[config.mk]
export PLATFORM = sky130hd
export DESIGN_NAME = ws2812_encoder
export DESIGN_NICKNAME = d
export VERILOG_FILES = /design/src/rtl/timing_constants.sv /design/src/rtl/ws2812_phase_timer.sv /design/src/rtl/ws2812_encoder.sv
export SDC_FILE = /design/constraint.sdc
export NUM_CORES = 1
export LEC_CHECK = 0
export BUFFER_PORTS_ARGS = -buffer_cell sky130_fd_sc_hd__buf_2
export CAP_MARGIN = 20
export CORE_ASPECT_RATIO = 0.8
export CORE_MARGIN = 4
export CORE_UTILIZATION = 30
export DETAILED_ROUTE_END_ITERATION = 12
export RECOVER_POWER = 50
export SETUP_SLACK_MARGIN = 0.2
export SYNTH_ARGS = -nofsm -noshare
export SYNTH_HDL_FRONTEND = slang
export SYNTH_SLANG_ARGS = --single-unit
[constraint.sdc]
create_clock -name clk -period 2.5 [get_ports clk]
set_input_delay 0.125 -clock clk [delete_from_list [all_inputs] [get_ports clk]]
set_output_delay 0.125 -clock clk [all_outputs]
set_load 0.02 [all_outputs]
[src/rtl/timing_constants.sv]
// WS2812 cycle constants shared by encoder and decoder, plus encoder FSM state type.
// Latency: n/a (package); backpressure: n/a.
package timing_constants;

  typedef struct packed {
    logic [31:0] t0h;
    logic [31:0] t1h;
    logic [31:0] t0l;
    logic [31:0] t1l;
    logic [31:0] treset;
  } timing_params_encode_t;

  typedef enum logic [1:0] {
    IDLE  = 2'd0,
    HIGH  = 2'd1,
    LOW   = 2'd2,
    LATCH = 2'd3
  } enc_state_t;

  function automatic timing_params_encode_t init_encode_params();
    timing_params_encode_t p;
    p.t0h    = 32'd7;
    p.t1h    = 32'd14;
    p.t0l    = 32'd16;
    p.t1l    = 32'd12;
    p.treset = 32'd1000;
    return p;
  endfunction

  localparam timing_params_encode_t ENC_DEFAULTS = init_encode_params();

endpackage

[src/rtl/ws2812_phase_timer.sv]
// Loadable down-counter timing HIGH, LOW and LATCH phases; done while count is 0.
// Latency: load takes effect next cycle; no backpressure.
module ws2812_phase_timer #(
  parameter int unsigned W = 10
) (
  input  logic         clk,
  input  logic         rst,
  input  logic         i_load,
  input  logic [W-1:0] i_value,
  input  logic         i_tick,
  output logic         o_done
);

  logic [W-1:0] r_count;

  always_ff @(posedge clk) begin
    if (rst) begin
      r_count <= '0;
    end else if (i_load) begin
      r_count <= i_value;
    end else if (i_tick && (r_count != '0)) begin
      r_count <= r_count - 1'b1;
    end
  end

  assign o_done = (r_count == '0);

endmodule

[src/rtl/ws2812_encoder.sv]
// Serialises 24-bit pixels MSB first into a WS2812 NRZ stream; dout rises the cycle after accept.
// s_ready only in IDLE or the final LOW cycle of a non-last pixel. Option: GRB_REORDER_EN (input is RGB).
module ws2812_encoder
  import timing_constants::*;
#(
  parameter int unsigned T0H_CYCLES    = ENC_DEFAULTS.t0h,
  parameter int unsigned T1H_CYCLES    = ENC_DEFAULTS.t1h,
  parameter int unsigned T0L_CYCLES    = ENC_DEFAULTS.t0l,
  parameter int unsigned T1L_CYCLES    = ENC_DEFAULTS.t1l,
  parameter int unsigned TRESET_CYCLES = ENC_DEFAULTS.treset
) (
  input  logic        clk,
  input  logic        rst,
  input  logic [23:0] s_pixel,
  input  logic        s_last,
  input  logic        s_valid,
  output logic        s_ready,
  output logic        dout,
  output logic        busy
);

  localparam int unsigned MAX_H = (T1H_CYCLES > T0H_CYCLES) ? T1H_CYCLES : T0H_CYCLES;
  localparam int unsigned MAX_L = (T1L_CYCLES > T0L_CYCLES) ? T1L_CYCLES : T0L_CYCLES;
  localparam int unsigned MAX_B = (MAX_H > MAX_L) ? MAX_H : MAX_L;
  localparam int unsigned MAX_T = (MAX_B > TRESET_CYCLES) ? MAX_B : TRESET_CYCLES;
  localparam int unsigned CW    = $clog2(MAX_T + 1);

  // Timer is loaded with N-1 so a phase of N cycles ends on the cycle the count reads 0.
  localparam logic [CW-1:0] L_T0H = CW'(T0H_CYCLES - 1);
  localparam logic [CW-1:0] L_T1H = CW'(T1H_CYCLES - 1);
  localparam logic [CW-1:0] L_T0L = CW'(T0L_CYCLES - 1);
  localparam logic [CW-1:0] L_T1L = CW'(T1L_CYCLES - 1);
  localparam logic [CW-1:0] L_TRS = CW'(TRESET_CYCLES - 1);

  if (T0H_CYCLES == 0 || T1H_CYCLES <= T0H_CYCLES || T0L_CYCLES < 2 ||
      T1L_CYCLES < 2 || TRESET_CYCLES == 0) begin : g_param_check
    $error("ws2812_encoder: invalid timing parameters");
  end

  enc_state_t    r_state;
  enc_state_t    w_next;
  logic [23:0]   r_shreg;
  logic [23:0]   w_pix;
  logic [4:0]    r_bit_idx;
  logic          r_last;
  logic          r_dout;
  logic          w_load;
  logic [CW-1:0] w_value;
  logic          w_done;
  logic          w_pix_end;
  logic          w_xfer;

`ifdef GRB_REORDER_EN
  assign w_pix = {s_pixel[15:8], s_pixel[23:16], s_pixel[7:0]};
`else
  assign w_pix = s_pixel;
`endif

  assign w_pix_end = (r_state == LOW) && w_done && (r_bit_idx == 5'd0);
  assign s_ready   = !rst && ((r_state == IDLE) || (w_pix_end && !r_last));
  assign w_xfer    = s_valid && s_ready;

  always_comb begin
    w_next  = r_state;
    w_load  = 1'b0;
    w_value = L_T0H;
    case (r_state)
      IDLE: begin
        if (w_xfer) begin
          w_next  = HIGH;
          w_load  = 1'b1;
          w_value = w_pix[23] ? L_T1H : L_T0H;
        end
      end
      HIGH: begin
        if (w_done) begin
          w_next  = LOW;
          w_load  = 1'b1;
          w_value = r_shreg[23] ? L_T1L : L_T0L;
        end
      end
      LOW: begin
        if (w_done) begin
          if (r_bit_idx != 5'd0) begin
            w_next  = HIGH;
            w_load  = 1'b1;
            w_value = r_shreg[22] ? L_T1H : L_T0H;
          end else if (r_last) begin
            w_next  = LATCH;
            w_load  = 1'b1;
            w_value = L_TRS;
          end else if (w_xfer) begin
            w_next  = HIGH;
            w_load  = 1'b1;
            w_value = w_pix[23] ? L_T1H : L_T0H;
          end else begin
            w_next = IDLE;
          end
        end
      end
      LATCH: begin
        if (w_done) begin
          w_next = IDLE;
        end
      end
      default: w_next = IDLE;
    endcase
  end

  always_ff @(posedge clk) begin
    if (rst) begin
      r_state   <= IDLE;
      r_dout    <= 1'b0;
      r_shreg   <= '0;
      r_bit_idx <= 5'd0;
      r_last    <= 1'b0;
    end else begin
      r_state <= w_next;
      r_dout  <= (w_next == HIGH);
      if (w_xfer) begin
        r_shreg   <= w_pix;
        r_bit_idx <= 5'd23;
        r_last    <= s_last;
      end else if ((r_state == LOW) && w_done && (r_bit_idx != 5'd0)) begin
        r_shreg   <= {r_shreg[22:0], 1'b0};
        r_bit_idx <= r_bit_idx - 5'd1;
      end
    end
  end

  ws2812_phase_timer #(
    .W (CW)
  ) u_timer (
    .clk     (clk),
    .rst     (rst),
    .i_load  (w_load),
    .i_value (w_value),
    .i_tick  (1'b1),
    .o_done  (w_done)
  );

  assign dout = r_dout;
  assign busy = (r_state != IDLE);

endmodule
==> results by group, run 1 <==
Outcome
  – Outcome: completed

Timing
  – Worst setup margin: between 0.15 and 0.2 ns
  – Fmax achieved: about 0.43 GHz
  – Clock Skew: between 0.007 and 0.008 ns
  – Unrepaired setup endpoints after global routing: yes
  – Final setup viols: 0
  – Rel. slew slack: 0.634
  – Final min period: around 2.3 ns
  – Max-slew violations: 0
  – Fin. Hold Viols: 0
  – Tightest Pin Transition: approximately 0.54 ns
  – Period utilisation layout: 0.928
  – Setup TNS: 0 ns

Global route
  – Global routing's busiest layer: met2
  – M3 GR Usage: 0.0233
  – Initial antenna violation count: 0
  – Routing usage on met1: 0.175
  – Largest net degree at the start of global routing: 54
  – Vias in the first global route: about 2,000
  – Global Route Usage Sum: 0.125
  – First-pass GRT wire length: around 9700 um
  – GRT overflow: 0
  – Grt met2 use: 0.192

Cells and area
  – Layout area overhead: 27.2%
  – Final Net Count: approximately 350
  – Util after Layout: 0.391
  – # fillers: about 800
  – Commonest cells after routing, fill and taps aside: 41 x dfxtp_1, 33 x nand3_1, 29 x nand2_1, 28 x buf_2, 23 x a311oi_2
  – Diode count: 0
  – Commonest non-fill, non-tap cell in the layout: dfxtp_1
  – Share of cells above drive strength 1: 0.382

Placement
  – Placer Congestion: between 0.8 and 0.9
  – PortBufs: 30
  – Post-DP HPWL: around 4000 um
  – Place WS: around 0.17 ns

Clock network
  – Post-CTS Hold Fix Bufs: 0
  – Worst-path clk slew: ~0.080 ns
  – Clk_lat worst skew: roughly 0.29 ns
  – TritonCTS buffer count: 5
  – Clock Path Buffers: 2
  – CTS Sinks: between 40 and 50
  – H-tree level count: 2
  – TritonCTS clock tree: done
  – CTS Root Cell: clkbuf_8

Synth
  – Seq/Total Area, Yosys: 0.354
  – Post-Synthesis Cells: between 200 and 300
  – EDFF count, synth: 0
  – Syn_area_per_cell: about 8.9 um2
  – Cell taking the most area after synthesis: dfxtp_1
  – Synth Flop Type: dfxtp_1
  – #FFs+latches synth: between 40 and 50
  – FFs w/ async S/R, synth: 0
  – Synth Warn #: 0
  – Synth cell types: 48
  – Mapped Nets: about 310
  – Yosys top cell area share: 0.354
  – Dominant cells by area after synthesis: dfxtp_1 35%, a311oi_2 14%, nand3_1 6.8%
  – Mapped cell area: roughly 0.0024 mm2

Critical path
  – CP max FO: 7
  – Crit path DAT: roughly 2.5 ns
  – R2R Setup Slk: between 0.15 and 0.2 ns
  – Setup crit start kind: register
  – Crit end category: register
  – R2r startpoint: u_timer.r_count[1]$_SDFFE_PP0P_
  – WS Path Type: reg2reg
  – FF-to-FF End: r_shreg[1]$_SDFFE_PP0P_
  – Depth of the most critical reg-to-reg path: 9
  – Required @ worst endpoint: 2.67 ns

Drt
  – Wire length per cell: 15.5 um
  – Final WL: roughly 6600 um
  – Initial DRC count: 192
  – ANT nets after route: 0
  – Drc violations: 0
  – Vias: approximately 2,200
  – Vias per std cell: between 5 and 6
  – First-pass iteration count of the detailed router: 4

Pwr
  – Total power: ~2.8 mW
  – Pleak: 1.14 nW
  – PwrDens: approximately 920 mW/mm2
  – Maximum VDD drop: roughly 0.29 mV

Die
  – Core Area: around 0.0079 mm2
  – Die Wd: around 110 um
  – Die area: 0.00962 mm2
  – Initial Util: 0.307
  – Die Ht: around 89 um
  – Ports: 31
  – Site Rows: 29

Min path
  – Hold Path Sink: r_last$_SDFFE_PP0N_
  – Hold_sp: s_last
  – Hold depth: 3
  – Hold WC Path Type: in2reg

Run
  – MaxCap Viol Count: 0
critical path, stage by stage (launching register included):
cell and delay (ns):
dfxtp_2 0.34, inv_2 0.09, ha_4 0.13, or4b_4 0.50, o41ai_4 0.33, clkbuf_1 0.18
nand3_4 0.20, clkbuf_16 0.23, nor2_1 0.11, a311oi_2 0.06
metrics by stage:
stage	instance area [um2]	std cells	hold WS, ns
floorplan	2430	273	0.269
global placement	2700	401	0.363
detailed placement	2700	401	0.375
CTS	2830	410	0.0749
global route	3090	425	0.0961
finish	3090	425	0.0872
timing repair:
item                                    CTS  global route
cloned                                    0             6
resized for setup                         2            37
buffers inserted                          2             9
endpoints found under the setup margin    5            40
pin swaps                                 2             6
how the worst max path moves through the flow:
stage	slack (ns)	to	startpoint	cells past startpoint
6_report	0.18	r_shreg[1]$_SDFFE_PP0P_	u_timer.r_count[1]$_SDFFE_PP0P_	9
5_1_grt	0.09	u_timer.r_count[2]$_SDFFE_PP0P_	u_timer.r_count[1]$_SDFFE_PP0P_	8
4_1_cts	0.17	s_ready	u_timer.r_count[0]$_SDFFE_PP0P_	6
3_5_place_dp	0.17	u_timer.r_count[6]$_SDFFE_PP0P_	u_timer.r_count[0]$_SDFFE_PP0P_	6
3_3_place_gp	0.20	u_timer.r_count[5]$_SDFFE_PP0P_	u_timer.r_count[0]$_SDFFE_PP0P_	7
2_1_floorplan	0.40	u_timer.r_count[5]$_SDFFE_PP0P_	u_timer.r_count[0]$_SDFFE_PP0P_	7
layout make-up:
| type | count | area, um2 | area share |
|---|---|---|---|
| Timing Repair Buffer | 57 | 439 | 0.142 |
| Clock inverter | 1 | 30.0 | 0.00971 |
| Multi-Input combinational cell | 203 | 1520 | 0.493 |
| Sequential cell | 43 | 866 | 0.280 |
| Inverter | 7 | 26.3 | 0.00850 |
| Clock buffer | 6 | 72.6 | 0.0235 |
| Tap cell | 108 | 135 | 0.0437 |
flip-flops by register name, summed over array words and instances (netlist names):
register / flops
dout: 1
r_bit_idx: 5
r_last: 1
r_shreg: 24
r_state: 2
u_timer.r_count: 10
power breakdown:
part	switching (mW)	leakage, nW	internal, mW
logic	0.735	0.737	0.612
clock network	0.227	0.0513	0.293
registers	0.144	0.355	0.831
total	1.11	1.14	1.74
Yosys cell counts (all sizes together), types with 2 or more instances:
master and count:
dfxtp 43, nand3 34, nor2 33, nand2 30, a311oi 23, buf 13
o21ai 11, a21oi 10, clkbuf 7, inv 7, nor3 6, xnor2 6
xor2 6, ha 4, a221oi 3, and3 3, or2 3, or4b 3
a211oi 2, a31oi 2, mux2i 2, nand4 2, nor2b 2, nor4 2
o31ai 2, or4 2, or4bb 2
kinds of logic (layout without fill, tap and decap cells):
family | after synthesis | in the layout | synth area share
simple gates | 127 | 127 | 0.267
xor+xnor | 12 | 12 | 0.0432
buf+inv | 27 | 71 | 0.0581
flops | 43 | 43 | 0.354
compound gates | 57 | 57 | 0.244
mux | 3 | 3 | 0.0129
fa+ha+maj | 4 | 4 | 0.0206
routing by layer:
metal	part of all wire	routed length, um
met1	0.44	2930
met2	0.48	3150
met3	0.059	390
met4	0.018	119
met5	0	0
No activity file was read; power rests on OpenSTA's default activity.
==> inputs of run 2 (changes only) <==
--- a/config.mk
+++ b/config.mk
@@ -9,8 +9,9 @@
 export CAP_MARGIN = 20
 export CORE_ASPECT_RATIO = 0.8
 export CORE_MARGIN = 4
-export CORE_UTILIZATION = 30
+export CORE_UTILIZATION = 57
 export DETAILED_ROUTE_END_ITERATION = 12
+export PLACE_DENSITY = 0.79
 export RECOVER_POWER = 50
 export SETUP_SLACK_MARGIN = 0.2
 export SYNTH_ARGS = -nofsm -noshare
==> run 2 against run 1 <==
  * Global-route usage increased by 9.1 points
  * Critical path depth fell by 2
  * Non-clock buffer count decreased by 10
  * Sequential power fell by 0.9%
  * Register-to-register slack gained 0.02 ns
  * Final cell count fell by 15%
  * Maximum frequency is 0.77% higher
  * Routed wire length decreased by 9.8%
  * Sequential share of layout area grew 2.3 points
  * Cell area shrank 8.1%
  * Via count grew 0.59%
  * Clock skew is 0.0053 ns lower
==> results by group, run 2 (synthesis results as in run 1) <==
Drt
  – Vias per std cell: between 6 and 7
  – ANT nets after route: 0
  – Drc violations: 0
  – Initial DRC count: between 200 and 300
  – Final WL: between 5000 and 6000 um
  – First-pass iteration count of the detailed router: 7
  – Wire length per cell: between 15 and 20 um
  – Vias: between 2,000 and 2,500

Placement
  – Place WS: between 0.15 and 0.2 ns
  – Post-DP HPWL: around 3800 um
  – Post-Place Cell Area: around 0.0026 mm2
  – Placer Congestion: 0.902
  – PortBufs: 30

Pwr
  – Clock power frac: 0.172
  – Power Internal: 1.57 mW
  – Total power: between 2 and 3 mW
  – Pleak: between 1 and 1.5 nW
  – Sw power: approximately 1.1 mW
  – Sequential power share: 0.368
  – PwrDens: ~920 mW/mm2
  – Combinational share of power: 0.460
  – Sw Ratio: 0.401
  – Maximum VDD drop: roughly 0.60 mV

Global route
  – Initial antenna violation count: 0
  – First-pass GRT wire length: ~9200 um
  – GRT overflow: 0
  – Global Route Usage Sum: 0.217
  – Largest net degree at the start of global routing: 54
  – Vias in the first global route: 1,907

Outcome
  – Outcome: completed

Run
  – MaxCap Viol Count: 0

Clock network
  – Worst-path clk slew: ~0.080 ns
  – Clock Path Buffers: 2
  – H-tree level count: 2
  – CTS Sinks: between 40 and 50
  – TritonCTS clock tree: done
  – Clk_lat worst skew: roughly 0.29 ns
  – TritonCTS buffer count: 5
  – CTS Root Cell: clkbuf_8

Cells and area
  – Commonest non-fill, non-tap cell in the layout: dfxtp_1
  – Commonest cells after routing, fill and taps aside: 42 x dfxtp_1, 33 x nand3_1, 28 x nand2_1, 28 x buf_2, 27 x nor2_1
  – Regs by FF count: r_shreg: 24 flops, u_timer.r_count: 10 flops, r_bit_idx: 5 flops
  – Max FFs per register: 24
  – Util after Layout: 0.719
  – Share of cells above drive strength 1: 0.329
  – Final Net Count: around 340
  – Diode count: 0
  – Largest Register: r_shreg
  – Post-route cell area: around 0.0028 mm2
  – Layout area overhead: 16.9%

Timing
  – Setup TNS: 0 ns
  – Tightest Pin Transition: roughly 0.59 ns
  – Unrepaired setup endpoints after global routing: yes
  – Worst setup margin: 0.197 ns
  – Clock Skew: around 0.0026 ns
  – Rel. slew slack: 0.607
  – Final setup viols: 0
  – Fin. Hold Viols: 0
  – Fmax achieved: about 0.43 GHz
  – Max-slew violations: 0
  – Final min period: ~2.3 ns
  – Period utilisation layout: 0.921

Die
  – Die Wd: 81.0 um
  – Site Rows: 20
  – Die area: ~0.0054 mm2
  – Ports: 31
  – Core Area: approximately 0.004 mm2
  – Initial Util: 0.615
  – Die Ht: 66.4 um

Critical path
  – CP max FO: 9
  – Required @ worst endpoint: 2.72 ns
  – WS Path Type: reg2reg
  – Crit end category: register
  – Crit path DAT: 2.52 ns
  – Setup crit start kind: register

Min path
  – Hold WC Path Type: in2reg
-- run 2: cell types whose count changed in the layout (fill, tap and decap cells not counted), moves of 2 or more --
cell | previous run | this run
nand2_2 | 0 | 2
buf_4 | 17 | 10
nor2_1 | 15 | 27
clkbuf_1 | 5 | 3
nor2_4 | 5 | 0
nor2_2 | 13 | 6
-- run 2: layout make-up --
class                           instances  area [um2]
Multi-Input combinational cell        203        1460
Fill cell                             312        1110
Tap cell                               55        68.8
Timing Repair Buffer                   47         338
Clock buffer                            6        82.6
Clock inverter                          1        5.00
Inverter                                7        26.3
Sequential cell                        43         862
-- run 2: worst max-delay path, cell delays in order (launching register included) --
cell,delay (ns)
dfxtp_1,0.35
inv_1,0.09
ha_1,0.13
or4b_4,0.50
or3_1,0.52
a211o_4,0.36
and4_1,0.19
nor3_2,0.09
-- run 2: final timing paths --
| check | start | end | slack (ns) | cells after the start |
|---|---|---|---|---|
| setup / recovery | u_timer.r_count[0]$_SDFFE_PP0P_ | u_timer.r_count[3]$_SDFFE_PP0P_ | 0.20 | 7 |
| hold / removal | s_last | r_last$_SDFFE_PP0N_ | 0.07 | 3 |
| setup reg to reg | u_timer.r_count[0]$_SDFFE_PP0P_ | u_timer.r_count[3]$_SDFFE_PP0P_ | 0.20 | 7 |
| hold reg to reg | r_shreg[0]$_SDFFE_PP0P_ | r_shreg[0]$_SDFFE_PP0P_ | 0.48 | 2 |
-- run 2: what timing repair did --
| action | CTS | global route |
|---|---|---|
| hold buffers | 0 | 0 |
| hold endpoints to repair | 0 | 0 |
| pin swaps | 2 | 4 |
| resized for setup | 3 | 16 |
| setup endpoints to repair | 6 | 31 |
| cloned | 0 | 4 |
| buffers inserted | 0 | 2 |
-- run 2: stage by stage --
step,hold WS [ns],instances
2_1_floorplan,0.269,273
3_3_place_gp,0.364,349
3_5_place_dp,0.371,349
4_1_cts,0.0726,356
5_1_grt,0.0911,362
6_report,0.0746,362
-- run 2: power groups by stage --
stage               Sequential (mW)  Combinational, mW  Clock, mW
floorplan                     0.936              0.886          0
global placement              0.968               1.09          0
detailed placement            0.969               1.10          0
CTS                           0.958               1.13      0.452
global route                  0.988               1.32      0.487
finish                        0.966               1.21      0.451
-- run 2: per-layer routing --
metal | vias up | track usage | wire length (um)
li1 | 1074 | - | -
met1 | 1045 | 0.339 | 2970
met2 | 98 | 0.296 | 2460
met3 | 11 | 0.0477 | 444
met4 | 0 | 0.0443 | 76
met5 | - | 0 | 0
